## src/rtl/sonic_trig_ctrl.sv

```systemverilog
// Ultrasonic ranging sequencer: drives TRIG, waits for echo result or timeout,
// publishes one measurement per trigger, then holds off before re-triggering.
//
// Ports:
//   clk, rst_n         clock, async active-low reset
//   en                 run periodic measurements while high
//   trig               registered sensor trigger pulse
//   idle_o             high while no measurement is in flight
//   e_done             echo timer done (level, edge-detected here)
//   echo_time_i        echo width, valid with e_done
//   re_idle            echo timer overlength timeout
//   meas_valid         1-cycle pulse when meas_time/timeout update
//   meas_time          last echo width, 0 on timeout
//   timeout            last measurement timed out
//   busy               high in any state other than IDLE
module sonic_trig_ctrl #(
  parameter int TRIG_CYC = 1000,
  parameter int WAIT_MAX = 4000000,
  parameter int HOLD_CYC = 6000000,
  parameter int TW       = 33
) (
  input  logic          clk,
  input  logic          rst_n,
  input  logic          en,
  output logic          trig,
  output logic          idle_o,
  input  logic          e_done,
  input  logic [TW-1:0] echo_time_i,
  input  logic          re_idle,
  output logic          meas_valid,
  output logic [TW-1:0] meas_time,
  output logic          timeout,
  output logic          busy
);

  typedef enum logic [1:0] {
    S_IDLE = 2'd0,
    S_TRIG = 2'd1,
    S_WAIT = 2'd2,
    S_HOLD = 2'd3
  } state_t;

  localparam logic [31:0] TRIG_LAST = 32'(TRIG_CYC - 1);
  localparam logic [31:0] WAIT_LAST = 32'(WAIT_MAX - 1);
  localparam logic [31:0] HOLD_LAST = 32'(HOLD_CYC - 1);

  state_t        state, state_d;
  logic   [31:0] cnt;
  logic          e_done_q;
  logic          done_ev, to_ev;

  logic          trig_d, idle_d, busy_d, mv_d, to_d;
  logic [TW-1:0] mt_d;

  always_ff @(posedge clk or negedge rst_n) begin
    if (!rst_n) begin
      state    <= S_IDLE;
      cnt      <= '0;
      e_done_q <= 1'b0;
    end else begin
      state    <= state_d;
      e_done_q <= e_done;
      if (state_d != state || state == S_IDLE)
        cnt <= '0;
      else
        cnt <= cnt + 32'd1;
    end
  end

  always_comb begin
    state_d = state;
    done_ev = 1'b0;
    to_ev   = 1'b0;
    unique case (state)
      S_IDLE: begin
        if (en)
          state_d = S_TRIG;
      end
      S_TRIG: begin
        if (cnt == TRIG_LAST)
          state_d = S_WAIT;
      end
      S_WAIT: begin
        // Only a fresh rising e_done counts, so a level left high
        // from the last measurement cannot produce a second result.
        if (e_done && !e_done_q) begin
          done_ev = 1'b1;
          state_d = S_HOLD;
        end else if (re_idle || cnt == WAIT_LAST) begin
          to_ev   = 1'b1;
          state_d = S_HOLD;
        end
      end
      S_HOLD: begin
        if (cnt == HOLD_LAST)
          state_d = en ? S_TRIG : S_IDLE;
      end
      default: state_d = S_IDLE;
    endcase
  end

  // Outputs are decoded from the next state and registered,
  // so they line up with the state they describe.
  always_comb begin
    trig_d = (state_d == S_TRIG);
    idle_d = (state_d == S_IDLE) || (state_d == S_HOLD);
    busy_d = (state_d != S_IDLE);
    mv_d   = done_ev | to_ev;
    mt_d   = meas_time;
    to_d   = timeout;
    if (done_ev) begin
      mt_d = echo_time_i;
      to_d = 1'b0;
    end else if (to_ev) begin
      mt_d = '0;
      to_d = 1'b1;
    end
  end

  always_ff @(posedge clk or negedge rst_n) begin
    if (!rst_n) begin
      trig       <= 1'b0;
      idle_o     <= 1'b1;
      busy       <= 1'b0;
      meas_valid <= 1'b0;
      meas_time  <= '0;
      timeout    <= 1'b0;
    end else begin
      trig       <= trig_d;
      idle_o     <= idle_d;
      busy       <= busy_d;
      meas_valid <= mv_d;
      meas_time  <= mt_d;
      timeout    <= to_d;
    end
  end

endmodule

```

## config.mk

```make
export PLATFORM = sky130hd
export DESIGN_NAME = sonic_trig_ctrl
export DESIGN_NICKNAME = d
export VERILOG_FILES = /design/src/rtl/sonic_trig_ctrl.sv
export SDC_FILE = /design/constraint.sdc
export NUM_CORES = 1
export LEC_CHECK = 0
export CORE_MARGIN = 2
export CORE_UTILIZATION = 53
export DETAILED_ROUTE_END_ITERATION = 10
export PLACE_DENSITY_LB_ADDON = 0.3
export SYNTH_ARGS = -nofsm -noshare
export SYNTH_HDL_FRONTEND = slang
export SYNTH_SLANG_ARGS = --single-unit
```

## constraint.sdc

```tcl
create_clock -name clk -period 6.2 [get_ports clk]
set_input_delay 1.24 -clock clk [delete_from_list [all_inputs] [get_ports clk]]
set_output_delay 1.24 -clock clk [all_outputs]
set_load 0.05 [all_outputs]
```

# Word level (Yosys, flattened, before mapping)
# Cells that the tools add are included.
[totals]
reg_bits = 73
out_inout_bits = 38
elab_cells = 46
inputBits = 38
[op_classes]
n_bitwise = 1
n_reduce_logical = 9
n_addsub = 1
eq_ne = 9
mux = 17
[op_table]
columns = ["operator", "count"]
rows = [
  ["33-bit two-way mux", 2],
  ["32-bit by 1-bit adder with 32-bit output (second input constant)", 1],
  ["32-bit by 10-bit equality test with 1-bit output (second input constant)", 1],
  ["32-bit by 22-bit equality test with 1-bit output (second input constant)", 1],
  ["32-bit by 23-bit equality test with 1-bit output (second input constant)", 1],
  ["32-bit two-way mux", 1],
  ["2-bit two-way mux", 5],
  ["1-bit two-way mux", 8],
  ["2-bit case mux with 4 select lines", 1],
  ["2-bit equality test (second input constant)", 3],
  ["2-bit by 1-bit equality test with 1-bit output (second input constant)", 2],
  ["2-bit zero test", 2],
  ["2-bit nonzero test", 2],
  ["1-bit logical OR", 3],
  ["2-bit != test", 1],
  ["1-bit logical AND", 1],
  ["1-bit zero test", 1],
  ["1-bit OR", 1],
]

# Logic depth before layout (Yosys ltp)
# Gate-level depths: netlist of the first run.
[depth]
ltp_word = 8
ltp_mapped = 8
mapped_depth_nobuf = 8

# Worst setup path after synthesis of the first run
# OpenSTA, ideal clock, no wires.
[synth_timing]
kind = "in2reg"
startpoint = "input e_done"
endpoint = "register meas_time[0]"
stages = 6
n_path_buf = 2
t_required_ns = 6.079
setup_time_ns = 0.121
arrival_time_ns = 2.049
slack_ns = 4.030
cell_sequence = "a21oi_1 -> o41a_1 -> nand2b_4 -> buf_6 -> buf_6 -> a22o_1"
[synth_between]
elab_chain_cells = 4
word_cells_on_any_way = 7
classes_between = "5 x mux; 2 x reduce/logical"
[synth_lines]
columns = ["element", "line_no", "text"]
rows = [
  ["start, declared", "27", "input logic e_done,"],
  ["1-bit logical AND (*)", "86", "if (e_done && !e_done_q) begin"],
  ["1-bit two-way mux", "86", ""],
  ["1-bit two-way mux", "74", "unique case (state)"],
  ["33-bit two-way mux or 2-bit nonzero test (tied branches)", "--", ""],
  ["end signal, assigned", "133", "meas_time <= mt_d;"],
  ["end, declared", "31", "output logic [TW-1:0] meas_time,"],
]
# Every way passes the cells marked *; elsewhere a longest branch is shown, timed or not.
# A chain may end at the register's enable or synchronous reset.

# Final worst setup path of the first run
[layout_timing]
startpoint = "register idle_o"
endpoint = "output idle_o"
[layout_rtl]
columns = ["element", "line_no", "text"]
rows = [
  ["start, declared", "26", "output logic idle_o,"],
  ["start signal, assigned", "130", "idle_o <= idle_d;"],
]
# No word-level cell between the ends.

==> results of run 1 <==
==> path summary, 6_finish.rpt <==
check                         from       endpoint  cells past startpoint
setup / recovery            idle_o         idle_o                      1
hold / removal              cnt[0]         cnt[0]                      1
setup reg to reg           cnt[28]        cnt[21]                      6
max in group asynchronous    rst_n        cnt[21]                      2
hold reg to reg             cnt[0]         cnt[0]                      1
min in group asynchronous    rst_n  meas_time[31]                      2
==> cells in the final DEF (no fill, tap or decap), types with 2 or more instances in the layout <==
cell type / n
nor2b_1: 3
nor3_1: 12
xnor2_1: 25
buf_4: 2
nand2_1: 9
clkdlybuf4s50_1: 74
a22o_1: 33
bufinv_16: 2
xor2_1: 5
and4_1: 6
nand4_1: 7
a21oi_1: 2
and3_1: 4
clkinv_2: 2
nor4_1: 7
nor4bb_1: 2
or4_1: 2
nor2_1: 40
clkbuf_8: 11
ha_1: 3
nand3_1: 12
inv_1: 16
dfrtp_1: 72
==> metrics by stage <==
step | util [%] | hold slack, ns | instance area, um2 | total power [mW] | setup slack [ns]
2_1_floorplan | - | 0.4479 | 3217 | 0.5734 | 4.030
3_3_place_gp | 67.71 | 0.4696 | 3985 | 0.6164 | 3.081
3_5_place_dp | 67.71 | 0.4790 | 3985 | 0.6194 | 3.030
4_1_cts | 71.60 | 0.4883 | 4214 | 1.035 | 3.301
5_1_grt | 71.60 | 0.5170 | 4214 | 1.067 | 3.127
6_report | 71.60 | 0.4804 | 4214 | 1.026 | 3.322
==> flip-flops by register name, summed over array words and instances, names as in the netlist <==
name and cells:
meas_time 33, cnt 32, state 2, busy 1, e_done_q 1, idle_o 1, meas_valid 1, timeout 1
trig 1
==> cell families (layout without fill, tap and decap cells) <==
group / count (synthesis) / in the layout / synth area share (%)
and+or+nand+nor: 109 / 109 / 17.89
DFF: 73 / 73 / 56.83
AOI/OAI and AO/OA: 42 / 42 / 11.40
xor gates and xnor gates: 30 / 30 / 8.168
buffers and inverters: 30 / 109 / 4.551
adders and majority gates: 3 / 3 / 1.167
==> layout make-up <==
| type | count | area share, % |
|---|---|---|
| Clock buffer | 11 | 3.593 |
| Sequential cell | 73 | 43.38 |
| Clock inverter | 5 | 1.841 |
| Timing Repair Buffer | 77 | 18.05 |
| Inverter | 16 | 1.425 |
| Multi-Input combinational cell | 184 | 29.48 |
| Tap cell | 75 | 2.227 |
==> report_power, final <==
| group | switching [mW] | internal, mW |
|---|---|---|
| Combinational | 0.0357 | 0.0480 |
| Clock | 0.168 | 0.247 |
| Sequential | 0.0292 | 0.498 |
==> per-layer routing <==
layer	part of all wire (%)	up-vias
li1	-	1163
met1	45	1199
met2	44	84
met3	9.4	8
met4	1.1	0
met5	0	-
==> out/metrics.yaml, run 1 <==
status: "finished clean"
fillers: 438
seq_area_mm2: 0.001828
antennaDiodeCount: 0
max_stage_delay_ns: 0.79
fin_skew_ns: 0.006405
r2r_setup_slack_ns: 3.39
cts.hold.buffers_added: 0
drv_slew: 0
synth_area_per_cell_um2: 11.21
num_vias: 2454
post_cts_buffers: 0
dp_cells: 425
die-area_mm2: 0.006708
crit_path_cell_trace: "clkdlybuf4s50_1"
grt_pass1_wl_um: 10860
tritoncts: "yes"
relSlewSlack_pct: 18.97
drt_iter0_drc: 149
die_height_um: 81.91
dp_hpwl_um: 4638
viasPerCell: 5.565
gp_congestion: 0.7770
grt.overflow.total: 0
die_w_um: 81.91
yosys_warnings: 0
synth_cell_types: 34
synth_top_area_share_pct: 56.01
synth_fp_nets: 328
port-buffer-count: 75
fin_crit_ns: 2.878
fin_nets: 402
drt_wl_total_um: 6843
clk_pin_slew_ns: 0.07
crit_family: "buffers and inverters"
grt_pass1_vias: 2247
drtAntennaViolNets: 0
cts_htree_levels: 3
fin_cells: 441
ctsRootBufferMaster: "clkbuf_8"
synthTopCellsByCount: "dfrtp_1 (72), nor2_1 (40), a22o_1 (33), xnor2_1 (25), inv_1 (16)"
start_util_pct: 54.66
grt_use_met3_pct: 6.044
required_ns: 4.96
fp.coreArea_mm2: 0.005886
syn_inst: 287
tightest_slew_ns: 1.215
async_flop_share_pct: 100.0
hp-class: "reg2reg"
drive_above_1_share_pct: 6.557
syn_area_mm2: 0.003217
end_kind: "output pin"
antenna_found_initial: 0
total_leakage_power_nw: 1.853
arrival_ns: 1.64
post-route-period-util_pct: 46.43
finalHoldViolations: 0
wl_per_cell_um: 15.52
setup-violations-final: 0
slowest_stage: "clkdlybuf4s50_1"
synth_flop_cell: "dfrtp_1"
ioPinCount: 76
clock_sinks: 73
use_met1_pct: 29.77
grt_max_degree: 74
grt_use_met2_pct: 31.71
clock_latency_ns: 0.34
grt-busiest-layer: "met2"
cp-start-kind: "flop"
synth-edff-count: 0
dr.pass1.iters: 4
yosysSeqAreaShare_pct: 56.83
clockBufferDepth: 2
cp_max_fo: 1
cts_buffers: 9
fin_tns_setup_ns: 0
max_freq_mhz: 347.4
area_delta_synth_final_pct: 31.00
rows: 28
gr-usage-all-layers_pct: 21.37
maxCapViolations: 0
crit_type: "reg2out"
route.detailed.drc: 0
vdd_drop_max_v: 0.0002059
ys_ff_latch: 73
multiInputGateArea_mm2: 0.001242
rsz0062_at_grt: "false"
crit_buf_inv: 1
cts_resized: 0
p_per_area_mw_per_mm2: 243.5
yosys.area.top_type: "dfrtp_1"
synth_most_common_cell: "dfrtp_1"
synth_area_leaders: "dfrtp_1 (56%), a22o_1 (9.0%), xnor2_1 (6.8%)"
No activity file was read; power rests on OpenSTA's default activity.
==> run 2, diff against run 1 <==
--- a/config.mk
+++ b/config.mk
@@ -6,7 +6,7 @@
 export NUM_CORES = 1
 export LEC_CHECK = 0
 export CORE_MARGIN = 2
-export CORE_UTILIZATION = 53
+export CORE_UTILIZATION = 50
 export DETAILED_ROUTE_END_ITERATION = 10
 export PLACE_DENSITY_LB_ADDON = 0.3
 export SYNTH_ARGS = -nofsm -noshare
==> constraint.sdc (replaced) <==
create_clock -name clk -period 2.81 [get_ports clk]
set_input_delay 0.562 -clock clk [delete_from_list [all_inputs] [get_ports clk]]
set_output_delay 0.562 -clock clk [all_outputs]
set_load 0.05 [all_outputs]
==> out/metrics.yaml, run 2 (synthesized netlist as in run 1, its figures left out) <==
status: "finished clean"
crit_buf_inv: 0
num_vias: 2454
crit_type: "reg2reg"
fin_cells: 447
die-area_mm2: 0.007091
drtAntennaViolNets: 0
p_per_area_mw_per_mm2: 550.0
cts.hold.buffers_added: 0
dr.pass1.iters: 4
post-route-period-util_pct: 83.06
fin_tns_setup_ns: 0
route.detailed.drc: 0
area_delta_synth_final_pct: 32.87
top_register: "meas_time"
required_ns: 3.05
wl_per_cell_um: 15.81
drt_wl_total_um: 7067
fin_crit_ns: 2.334
drv_slew: 0
port-buffer-count: 75
cts_buffers: 9
routed.top_layer: "met4"
cts_resized: 0
maxCapViolations: 0
relSlewSlack_pct: 64.31
drive_above_1_share_pct: 7.297
largest_reg_flops: 33
setup-violations-final: 0
rsz0062_at_grt: "false"
antenna_found_initial: 0
post_cts_buffers: 0
crit_family: "simple AND/OR/NAND/NOR gates"
dp_hpwl_um: 4887
wl_met1_um: 3417
top_regs: "meas_time (33), cnt (32), state (2)"
layout_setup_ws_ns: 0.4761
slowest_stage: "o41a_1"
clock_sinks: 73
clk_pin_slew_ns: 0.08
clockBufferDepth: 2
wl_met2_um: 3045
tightest_slew_ns: 0.5337
mostFrequentLayoutCell: "clkdlybuf4s50_1"
end_kind: "flop"
clock_latency_ns: 0.36
cp_max_fo: 35
total_leakage_power_nw: 1.882
wl_met3_um: 486
grt.overflow.total: 0
ctsRootBufferMaster: "clkbuf_8"
die_w_um: 84.21
cp-start-kind: "flop"
max_freq_mhz: 428.5
vdd_drop_max_v: 0.0004752
grt_pass1_vias: 2359
drt_iter0_drc: 129
tritoncts: "yes"
antennaDiodeCount: 0
place_ws_ns: 0.4683
dp_cells: 431
start_util_pct: 51.25
fin_nets: 406
hp-class: "in2async"
viasPerCell: 5.490
finalHoldViolations: 0
fin_skew_ns: 0.01236
gp_congestion: 0.7439
arrival_ns: 2.57
fp.coreArea_mm2: 0.006277
rows: 29
die_height_um: 84.21
gr-usage-all-layers_pct: 21.61
grt_max_degree: 46
ioPinCount: 76
grt_pass1_wl_um: 12120
cts_htree_levels: 3
crit_path_cell_trace: "nor4_2 > nand4_1 > o41a_1 > nand2b_4 > a22o_1"
max_stage_delay_ns: 0.52
fillers: 473
mostFrequentLayoutCells: "clkdlybuf4s50_1 (74), dfrtp_1 (72), nor2_1 (40), a22o_1 (33), xnor2_1 (25)"
-- run 2: worst reg2reg max path, delay by kind of cell (launching register included) --
family	cells	cell delay (ns)
AOI/OAI and AO/OA	2	0.85
DFF	1	0.45
and+or+nand+nor	3	0.93
-- run 2: layer usage --
metal	track usage (%)	vias to the layer above
met2	31.02	89
met4	8.358	0
met3	4.720	11
met5	0	-
met1	32.30	1184
li1	-	1170
-- run 2: final timing paths --
kind	startpoint	cells after the start	slack [ns]	endpoint
max in group asynchronous	rst_n	2	2.19	idle_o
min in group clk	cnt[0]	1	0.48	cnt[0]
max	cnt[23]	5	0.48	meas_time[1]
max reg2reg	cnt[23]	5	0.48	meas_time[1]
min	rst_n	1	0.03	meas_time[23]
min reg2reg	cnt[0]	1	0.48	cnt[0]
-- run 2: per-stage QoR --
step | area [um2] | power (mW) | util (%) | hold WS (ns)
5_1_grt | 4274 | 2.446 | 68.09 | 0.03455
2_1_floorplan | 3217 | 1.265 | - | 0.2664
3_3_place_gp | 4030 | 1.367 | 64.20 | 0.4089
4_1_cts | 4274 | 2.369 | 68.09 | 0.03140
6_report | 4274 | 2.351 | 68.09 | 0.03374
3_5_place_dp | 4030 | 1.370 | 64.20 | 0.4126
-- run 2: final cells by class --
cell class                      count  area [um2]  share of cell area (%)
Timing Repair Buffer               81       803.3                   18.79
Multi-Input combinational cell    184        1242                   29.07
Tap cell                           77       96.34                   2.254
Inverter                           16       60.06                   1.405
Clock inverter                      6       116.4                   2.722
Clock buffer                       10       127.6                   2.986
Sequential cell                    73        1828                   42.77
-- run 2: power breakdown --
group | switching, mW | internal, mW
Combinational | 0.0789 | 0.109
Sequential | 0.0651 | 1.10
Clock | 0.405 | 0.595
Total | 0.549 | 1.80
==> run 3, diff against run 2 <==
--- a/config.mk
+++ b/config.mk
@@ -6,7 +6,7 @@
 export NUM_CORES = 1
 export LEC_CHECK = 0
 export CORE_MARGIN = 2
-export CORE_UTILIZATION = 50
+export CORE_UTILIZATION = 45
 export DETAILED_ROUTE_END_ITERATION = 10
 export PLACE_DENSITY_LB_ADDON = 0.3
 export SYNTH_ARGS = -nofsm -noshare
==> constraint.sdc (replaced) <==
create_clock -name clk -period 1.95 [get_ports clk]
set_input_delay 0.39 -clock clk [delete_from_list [all_inputs] [get_ports clk]]
set_output_delay 0.39 -clock clk [all_outputs]
set_load 0.05 [all_outputs]
==> out/metrics.yaml, run 3 (synthesized netlist as in run 1, its figures left out) <==
status: "finished, violations left"
violations: "negative setup slack"
fin_skew_ns: 0.01244
die-area_mm2: 0.007841
fp.coreArea_mm2: 0.006869
fin_cells: 521
clock_latency_ns: 0.35
cts_htree_levels: 3
r2r_end: "trig"
switching_share_pct: 24.24
whs_path_depth: 1
top_register: "meas_time"
viasPerCell: 5.150
clk_pin_slew_ns: 0.08
route.detailed.drc: 0
grt.overflow.total: 0
wl_met2_um: 3928
fin_total_pwr_mw: 3.370
dr.pass1.iters: 5
comb_power_share_pct: 12.2
crit_family: "compound AO/OA/AOI/OAI gates"
drt_wl_total_um: 8340
cp_max_fo: 7
area_delta_synth_final_pct: 52.24
grt_pass1_wl_um: 13330
r2r_setup_slack_ns: -0.20
tritoncts: "yes"
finalHoldViolations: 0
start_util_pct: 46.83
seq_area_mm2: 0.001831
cp-start-kind: "flop"
rows: 30
ioPinCount: 76
place_ws_ns: -0.2384
end_kind: "flop"
fin_crit_ns: 2.150
drt_iter0_drc: 123
clockBufferDepth: 2
crit_cells: 5
worstReg2RegStart: "cnt[31]"
gr-usage-all-layers_pct: 22.50
drv_slew: 0
dp_hpwl_um: 5559
max_stage_delay_ns: 0.52
die_w_um: 88.55
routed.top_layer: "met4"
p_per_area_mw_per_mm2: 688.2
drive_above_1_share_pct: 22.82
layout_setup_ws_ns: -0.2003
crit_buf_inv: 0
mostFrequentLayoutCells: "dfrtp_1 (70), clkdlybuf4s50_1 (55), buf_4 (52), nor2_1 (40), a22o_1 (33)"
p_seq_share_pct: 48.9
crit_type: "reg2reg"
grt_max_degree: 35
fillers: 488
wl_per_cell_um: 16.01
hp-class: "reg2reg"
drtAntennaViolNets: 0
num_vias: 2683
port-buffer-count: 75
power.switching_mw: 0.8170
power_frac_clock_pct: 38.9
die_height_um: 88.55
wl_met1_um: 3779
hold_start: "meas_time[10]"
tightest_slew_ns: 0.6554
rsz0062_at_grt: "true"
grt_pass1_vias: 2714
arrival_ns: 2.44
vdd_drop_max_v: 0.0004591
antenna_found_initial: 0
setup-violations-final: 71
gp_congestion: 0.8194
dp_cells: 497
cts_buffers: 9
largest_reg_flops: 33
post-route-period-util_pct: 110.3
startpoint: "cnt[31]"
slowest_stage: "o41a_1"
antennaDiodeCount: 0
crit_path_end: "trig"
mostFrequentLayoutCell: "dfrtp_1"
crit_path_cell_trace: "nor4_4 > nand4_1 > o41a_1 > a221oi_1 > ha_1"
ctsRootBufferMaster: "clkbuf_8"
max_freq_mhz: 465.1
internal_power_mw: 2.553
wl_met3_um: 590
relSlewSlack_pct: 56.11
r2r_cells: 5
fin_nets: 461
multiInputGateArea_mm2: 0.001391
clock_sinks: 73
required_ns: 2.24
maxCapViolations: 0
total_leakage_power_nw: 2.499
fin_tns_setup_ns: -9.771
top_regs: "meas_time (33), cnt (32), state (2)"
## run 3: cell types whose count changed in the layout (fill, tap and decap cells not counted), sizes merged
cell / delta
dlymetal6s2s: +17
buf: +51
clkdlybuf4s50: -19
dlygate4sd3: +1
inv: +2
clkinv: -2
dlygate4sd2: +1
nand2b: +4
bufinv: -1
clkinvlp: +1
## run 3: worst register-to-register path, stage by stage, from the launching register on
cell and delay [ns]:
dfrtp_1 0.41, nor4_4 0.31, nand4_1 0.16, o41a_1 0.52, a221oi_1 0.48, ha_1 0.22
## run 3: cell type report
cell class	count	area share, %
sequential	73	37.38
multi-input combinational	188	28.41
timing repair buffer	132	26.09
clock buffer	10	2.606
tap	96	2.453
clock inverter	6	1.840
inverter	16	1.226
## run 3: metal layers
metal | vias up | GRT usage (%)
met1 | 1310 | 30.42
met5 | - | 0
li1 | 1283 | -
met4 | 0 | 7.851
met2 | 85 | 36.16
met3 | 5 | 4.757
## run 3: worst min path at each step
stage | end | slack, ns
2_1_floorplan | busy | 0.09
3_3_place_gp | meas_time[18] | 0.33
3_5_place_dp | meas_valid | 0.34
4_1_cts | meas_time[18] | 0.50
5_1_grt | meas_valid | 0.53
6_report | meas_time[10] | 0.50
## run 3: metrics by stage
stage | util (%) | area, um2 | hold WS [ns]
global placement | 65.28 | 4484 | 0.3334
detailed placement | 65.28 | 4484 | 0.3366
finish | 71.29 | 4897 | 0.5015
CTS | 69.95 | 4805 | 0.4960
floorplan | - | 3266 | 0.09441
global route | 71.29 | 4897 | 0.5256
## run 3: power groups by stage
stage	Combinational [mW]	Sequential (mW)	Clock [mW]
after global placement	0.390	1.67	0
after detailed placement	0.405	1.68	0
after global routing	0.462	1.66	1.41
after CTS	0.413	1.65	1.34
final	0.410	1.65	1.31
after floorplan	0.148	1.69	0
## run 3: repair_timing
item	in CTS	in global routing
resized for setup	9	24
setup buffers	3	0
hold buffers	1	0
setup endpoints to repair	72	89
endpoints found under the hold margin	13	0
pin swaps	10	10
gates cloned	4	0
